**src/rtl/mem_word_master_if.sv**
```systemverilog
// Bundle of core-side request signals and byte-wide external memory signals
// for mem_word_master.
interface mem_word_master_if #(
  parameter int WIDTH = 8
);
  // Handshake: req is a one-cycle strobe, taken only while busy=0 and halted=0;
  // it is ignored (not queued) otherwise. done pulses for one cycle per
  // accepted request, and rdata is valid from that pulse until the next read.
  logic             req;
  logic             we;
  logic [WIDTH-1:0] addr;
  logic [31:0]      wdata;
  logic             busy;
  logic             done;
  logic [31:0]      rdata;
  logic             halted;
  logic             memread;
  logic             memwrite;
  logic [WIDTH-1:0] mar;
  logic [WIDTH-1:0] writedata;
  logic [WIDTH-1:0] memdata;
  logic             kraj;
  logic [2:0]       dbg_state;

  modport master (
    input  req, we, addr, wdata, memdata, kraj,
    output busy, done, rdata, halted, memread, memwrite, mar, writedata,
           dbg_state
  );

  modport slave (
    output req, we, addr, wdata, memdata, kraj,
    input  busy, done, rdata, halted, memread, memwrite, mar, writedata,
           dbg_state
  );
endinterface

```
**src/rtl/mem_word_master.sv**
```systemverilog
// Splits 32-bit word reads/writes into four big-endian byte accesses on a
// byte-wide memory bus whose read data arrives one cycle after memread.
module mem_word_master #(
  parameter int WIDTH = 8
) (
  input logic               clk,
  input logic               reset,
  mem_word_master_if.master bus
);

  typedef enum logic [2:0] {IDLE, READ, CAPT, WRITE, DONE} state_t;

  state_t           state;
  logic [1:0]       cnt;
  logic [WIDTH-3:0] base_hi;
  logic [31:0]      wdata_q;
  logic [23:0]      rbuf;

  function automatic logic [7:0] word_byte(input logic [31:0] w, input logic [1:0] i);
    logic [7:0] b;
    b = 8'h00;
    case (i)
      2'd0: b = w[31:24];
      2'd1: b = w[23:16];
      2'd2: b = w[15:8];
      2'd3: b = w[7:0];
      default: b = 8'h00;
    endcase
    return b;
  endfunction

  assign bus.dbg_state = state;

  always_ff @(posedge clk) begin
    if (reset) begin
      state         <= IDLE;
      cnt           <= 2'd0;
      base_hi       <= '0;
      wdata_q       <= 32'h0;
      rbuf          <= 24'h0;
      bus.busy      <= 1'b0;
      bus.done      <= 1'b0;
      bus.rdata     <= 32'h0;
      bus.halted    <= 1'b0;
      bus.memread   <= 1'b0;
      bus.memwrite  <= 1'b0;
      bus.mar       <= '0;
      bus.writedata <= '0;
    end else begin
      bus.halted <= bus.kraj;
      bus.done   <= 1'b0;
      case (state)
        IDLE: begin
          if (bus.req && !bus.halted) begin
            base_hi  <= bus.addr[WIDTH-1:2];
            wdata_q  <= bus.wdata;
            cnt      <= 2'd0;
            bus.busy <= 1'b1;
            bus.mar  <= {bus.addr[WIDTH-1:2], 2'b00};
            if (bus.we) begin
              state         <= WRITE;
              bus.memwrite  <= 1'b1;
              bus.writedata <= WIDTH'(bus.wdata[31:24]);
            end else begin
              state       <= READ;
              bus.memread <= 1'b1;
            end
          end
        end
        READ: begin
          // memdata now carries the byte addressed one cycle earlier
          case (cnt)
            2'd1: rbuf[23:16] <= bus.memdata[7:0];
            2'd2: rbuf[15:8]  <= bus.memdata[7:0];
            2'd3: rbuf[7:0]   <= bus.memdata[7:0];
            default: ;
          endcase
          if (cnt == 2'd3) begin
            state       <= CAPT;
            bus.memread <= 1'b0;
          end else begin
            cnt     <= cnt + 2'd1;
            bus.mar <= {base_hi, cnt + 2'd1};
          end
        end
        CAPT: begin
          bus.rdata <= {rbuf, bus.memdata[7:0]};
          bus.done  <= 1'b1;
          state     <= DONE;
        end
        WRITE: begin
          if (cnt == 2'd3) begin
            state         <= DONE;
            bus.memwrite  <= 1'b0;
            bus.writedata <= '0;
            bus.done      <= 1'b1;
          end else begin
            cnt           <= cnt + 2'd1;
            bus.mar       <= {base_hi, cnt + 2'd1};
            bus.writedata <= WIDTH'(word_byte(wdata_q, cnt + 2'd1));
          end
        end
        DONE: begin
          state    <= IDLE;
          bus.busy <= 1'b0;
        end
        default: begin
          state    <= IDLE;
          bus.busy <= 1'b0;
        end
      endcase
    end
  end

endmodule

```
**src/flat_wrapper.sv**
```systemverilog
// flat-port wrapper written by rule: the top's interface ports become plain ports
module mem_word_master_flat 
#(
  parameter int WIDTH = 8
)
  (clk, reset, bus_req, bus_we, bus_addr, bus_wdata, bus_memdata, bus_kraj, bus_busy, bus_done, bus_rdata, bus_halted, bus_memread, bus_memwrite, bus_mar, bus_writedata, bus_dbg_state);
  mem_word_master_if #(.WIDTH(WIDTH)) bus_i ();
  input logic clk;
  input logic reset;
  input wire logic [$bits(bus_i.req)-1:0] bus_req;
  input wire logic [$bits(bus_i.we)-1:0] bus_we;
  input wire logic [$bits(bus_i.addr)-1:0] bus_addr;
  input wire logic [$bits(bus_i.wdata)-1:0] bus_wdata;
  input wire logic [$bits(bus_i.memdata)-1:0] bus_memdata;
  input wire logic [$bits(bus_i.kraj)-1:0] bus_kraj;
  output wire logic [$bits(bus_i.busy)-1:0] bus_busy;
  output wire logic [$bits(bus_i.done)-1:0] bus_done;
  output wire logic [$bits(bus_i.rdata)-1:0] bus_rdata;
  output wire logic [$bits(bus_i.halted)-1:0] bus_halted;
  output wire logic [$bits(bus_i.memread)-1:0] bus_memread;
  output wire logic [$bits(bus_i.memwrite)-1:0] bus_memwrite;
  output wire logic [$bits(bus_i.mar)-1:0] bus_mar;
  output wire logic [$bits(bus_i.writedata)-1:0] bus_writedata;
  output wire logic [$bits(bus_i.dbg_state)-1:0] bus_dbg_state;
  assign bus_i.req = bus_req;
  assign bus_i.we = bus_we;
  assign bus_i.addr = bus_addr;
  assign bus_i.wdata = bus_wdata;
  assign bus_i.memdata = bus_memdata;
  assign bus_i.kraj = bus_kraj;
  assign bus_busy = bus_i.busy;
  assign bus_done = bus_i.done;
  assign bus_rdata = bus_i.rdata;
  assign bus_halted = bus_i.halted;
  assign bus_memread = bus_i.memread;
  assign bus_memwrite = bus_i.memwrite;
  assign bus_mar = bus_i.mar;
  assign bus_writedata = bus_i.writedata;
  assign bus_dbg_state = bus_i.dbg_state;
  mem_word_master #(.WIDTH(WIDTH)) u_core (.clk(clk), .reset(reset), .bus(bus_i));
endmodule
```
**config.mk**
```make
export PLATFORM = sky130hd
export DESIGN_NAME = mem_word_master_flat
export DESIGN_NICKNAME = d
export VERILOG_FILES = /design/src/rtl/mem_word_master_if.sv /design/src/rtl/mem_word_master.sv /design/src/flat_wrapper.sv
export SDC_FILE = /design/constraint.sdc
export NUM_CORES = 1
export LEC_CHECK = 0
export ABC_AREA = 1
export ABC_CLOCK_PERIOD_IN_PS = 1930
export CAP_MARGIN = 20
export CORE_MARGIN = 3
export CORE_UTILIZATION = 49
export CTS_CLUSTER_DIAMETER = 150
export DETAILED_ROUTE_END_ITERATION = 7
export GPL_TIMING_DRIVEN = 0
export PLACE_DENSITY = 0.8
export SYNTH_ARGS = -nofsm -noshare
export SYNTH_HDL_FRONTEND = slang
export SYNTH_SLANG_ARGS = --single-unit
```
**constraint.sdc**
```tcl
create_clock -name clk -period 1.93 [get_ports clk]
set_input_delay 0.386 -clock clk [delete_from_list [all_inputs] [get_ports clk]]
set_output_delay 0.386 -clock clk [all_outputs]
set_load 0.05 [all_outputs]
```
==> results.md <==
Placement:
- The sum of net half-perimeters after detailed placement is between 8000 and 9000 µm.
- The routability-driven placement congestion ratio is approximately 0.86.
- In this run the cell area measured after placement is between 5000 and 6000 µm².
- After detailed placement, the design holds a cell count of roughly 800.
- During placement, the flow inserted port buffers numbering ~110.
- Prior to clock tree synthesis, the placed netlist has a worst setup slack of ~0.052 ns.

Critical path:
- The number of cells traversed by the worst register-to-register path is 8.
- The slowest cell on the critical path is clkdlybuf4s50_1.
- The worst setup slack for register-to-register paths is roughly 0.20 ns.
- The critical path launch point is u_core.bus.rdata[31]$_SDFFE_PP0N_.
- The critical register-to-register path startpoint is u_core.cnt[0]$_SDFFE_PP0P_.
- The critical path goes through clkdlybuf4s50_1.
- For this run, the slowest stage of the critical path takes approximately 0.8 ns.
- The data arrival time of the critical path is ~1.5 ns.
- The count of buffering cells on the critical path with inverters included is 1.
- The data required time at the worst endpoint is around 1.5 ns.
- In this run the worst path has a maximum fanout of 2.
- The worst setup path is launched from a flip-flop.
- The critical path is of the reg -> out type.
- The worst register-to-register path ends at u_core.bus.mar[4]$_SDFFE_PP0P_.
- STA classifies the critical path endpoint as an output pin.
- The category of cells accounting for the largest share of critical-path delay is buffers and inverters.

STA:
- Setup slack on the critical path of the routed design comes to roughly 0.027 ns.
- In this run the tightest slew margin relative to its limit is 0.643.
- The maximum clock frequency is roughly 530 MHz.
- The final number of setup-violating endpoints is 0.
- The final sum of negative setup slack is 0 ns.
- The final critical delay including setup and external delays is ~1.9 ns.
- The final period utilization is 0.986.
- The final setup skew is 0.0141 ns.
- Setup repair after global routing left no endpoint under its margin.
- The number of pins exceeding their max-slew limit in the final report is 0.
- The final number of hold-violating endpoints was 0.
- The slew at the pin closest to its max-slew limit is around 0.53 ns.

Die:
- The die boundary width is 101 µm.
- In this run the standard cell core region covers between 8000 and 9000 µm².
- The starting density of the core is 0.520.
- The die covers approximately 10000 µm².
- During I/O placement, the number of pins put on the boundary was between 100 and 150.
- Row generation in the floorplan step produced 33 rows.
- The die span in y is around 100 µm.

Synth:
- Counting every instance in the synthesized netlist gives around 590.
- The count of distinct cell types in the synthesized netlist is 22.
- For this run, the number of Yosys warnings is 0.
- The mapped netlist covers about 4400 µm².
- For this run, the register share of the synthesized area comes to 0.500.
- The number of nets in the synthesized netlist is between 600 and 700.
- Averaged over all synthesized cells, the footprint is approximately 7.4 µm².
- The flop and latch count out of synthesis is 110.

Global route:
- The number of antenna violations at the first check in global routing was 0.
- The via count of the first global-routing pass came to a little over 4000.
- Summed over all layers, the global routing overflow is 0.
- The wire length of the first global-routing pass is roughly 19000 µm.
- The global router's overall resource usage is 0.226.
- The pin count of the biggest net entering global routing is 19.

Clocking:
- The clock sink count is 110.
- TritonCTS built the clock tree.
- The TritonCTS buffer count is 9.
- The clock transition at the registers of the reported paths is 0.10 ns.
- Clock tree synthesis selected as its root buffer the cell clkbuf_8.
- The largest buffer count on any clock path is 2.
- The hold buffer count at cts is 0.
- The H-tree was split into 3 levels.
- The clock latency of the later-clocked register in the worst-skew pair is roughly 0.36 ns.

Worst hold path:
- The number of cells on the worst hold path is 2.
- The startpoint identified for the worst hold timing path is u_core.base_hi[0]$_SDFFE_PP0P_.
- The capture endpoint of the worst hold path is u_core.base_hi[0]$_SDFFE_PP0P_.
- The worst min-delay path category is reg -> reg.

Outcome:
- The run finished with clean final reports.

Pwr:
- For this design the static power due to leakage is 2.71 nW.
- Of the total power, combinational logic draws 0.240.
- Of the total power, the clock network draws 0.293.
- Dividing total power by cell area gives a power density of about 930 nW/µm².
- The net load switching power is between 0.0015 and 0.002 W.
- The proportion of total power due to net switching is 0.321.
- The internal portion of the total power is approximately 0.0037 W.
- Of the total power, registers draw 0.467.
- The peak supply drop is approximately 440 µV.

Job:
- The count of maximum capacitance violations is 0.

Drt:
- In the routed design, unresolved DRC markers number 0.
- For this run, the detailed router's first-pass iteration total came to 5.
- The final routed wire length divided by cell count is 13.6 µm.
- Dividing the detail-routed via count by the number of cells gives roughly 5.1.
- The routed design has approximately 11000 µm of wire.
- The remaining antenna violation count after routing is 0.
- The via count is roughly 4200.
- The first routing iteration left 202 violations.

Final layout:
- After routing the design area is just under 6000 µm².
- The antenna cell count is 0.
- The count of cells in the finished layout, fillers not included, comes to 819.
- The net count of the finished layout is 766.
- Compared with the post-synthesis result, the final layout area differs by 32.6%.
- The filler cells instantiated in the layout total 723.
- The most common library cell in the layout ignoring fill and taps is nand2_1.
- In the layout the commonest cells are nand2_1 (138), dfxtp_1 (110), a21oi_1 (78), nand3_1 (74), nor2_1 (70).
- The share of cells above drive strength 1 is 0.0700.
how the worst max path moves through the flow:
| stage | depth (start not counted) | end | slack, ns |
|---|---|---|---|
| 2_1_floorplan | 10 | u_core.bus.writedata[6]$_SDFFE_PP0P_ | 0.11 |
| 3_3_place_gp | 7 | u_core.wdata_q[14]$_SDFFE_PP0P_ | 0.02 |
| 3_5_place_dp | 7 | u_core.wdata_q[15]$_SDFFE_PP0P_ | 0.05 |
| 4_1_cts | 1 | bus_mar[6] | 0.0002 |
| 5_1_grt | 1 | bus_rdata[21] | 0.0009 |
| 6_report | 1 | bus_rdata[31] | 0.03 |
repair_timing:
item	4_1_cts	5_1_grt
resized for setup	25	21
endpoints found under the hold margin	0	0
gates cloned	0	0
setup endpoints to repair	25	24
setup buffers	0	0
state kept, by name, summed over array words and instances (netlist names), 3 cells and up:
name / cells
u_core.bus.rdata: 32
u_core.bus.writedata: 8
u_core.bus.dbg_state: 3
u_core.base_hi: 6
u_core.bus.mar: 7
u_core.rbuf: 24
u_core.wdata_q: 24
area by class of cell:
class                           count  area [µm²]  area share
Buffer                             41         195      0.0334
Clock buffer                       11         151      0.0259
Clock inverter                      5        86.3      0.0148
Inverter                           28         105      0.0180
Multi-Input combinational cell    414        1900       0.325
Sequential cell                   110        2200       0.377
Tap cell                          105         131      0.0225
Timing Repair Buffer              105        1070       0.184
metal layers:
layer	up-vias	track usage	wire, µm
met2	164	0.372	5200
met4	0	0.0891	214
met5	-	0	0
met1	1867	0.294	4790
li1	2155	-	-
met3	19	0.0422	909
through the flow:
step	hold WS (ns)	utilization	power [W]
2_1_floorplan	0.424	-	0.00347
3_3_place_gp	0.433	0.660	0.00390
3_5_place_dp	0.448	0.660	0.00392
4_1_cts	0.463	0.684	0.00548
5_1_grt	0.482	0.690	0.00569
6_report	0.459	0.690	0.00543
Yosys cell counts:
| library cell | instances | area (µm²) |
|---|---|---|
| a21oi_1 | 78 | 390 |
| buf_1 | 1 | 3.75 |
| buf_2 | 15 | 75.1 |
| buf_4 | 4 | 30.0 |
| buf_6 | 1 | 11.3 |
| clkbuf_1 | 21 | 78.8 |
| dfxtp_1 | 110 | 2200 |
| ha_1 | 4 | 50.1 |
| inv_1 | 24 | 90.1 |
| inv_2 | 4 | 15.0 |
| nand2_1 | 138 | 518 |
| nand2_2 | 2 | 12.5 |
| nand2_4 | 2 | 22.5 |
| nand3_1 | 74 | 370 |
| nand3_2 | 2 | 20.0 |
| nor2_1 | 70 | 263 |
| nor2_2 | 1 | 6.26 |
| nor2_4 | 2 | 22.5 |
| nor2_8 | 1 | 20.0 |
| nor4_1 | 2 | 12.5 |
| o21ai_0 | 37 | 185 |
| o21ai_1 | 1 | 5.00 |
cells by family (layout without fill, tap and decap cells):
logic type                 count (synthesis)  in the layout  synth area share
and+or+nand+nor                          294            294             0.288
adders and majority gates                  4              4            0.0114
buffers and inverters                     70            190            0.0690
DFF                                      110            110             0.500
AOI/OAI and AO/OA                        116            116             0.132
power groups by stage:
| stage | sequential, W | clock (W) | combinational (W) |
|---|---|---|---|
| 4_1_cts | 0.00254 | 0.00163 | 0.00131 |
| 5_1_grt | 0.00256 | 0.00170 | 0.00143 |
| 3_3_place_gp | 0.00258 | 0 | 0.00131 |
| 2_1_floorplan | 0.00286 | 0 | 0.000613 |
| 6_report | 0.00253 | 0.00159 | 0.00130 |
| 3_5_place_dp | 0.00259 | 0 | 0.00133 |
No activity file was read; power rests on OpenSTA's default activity.
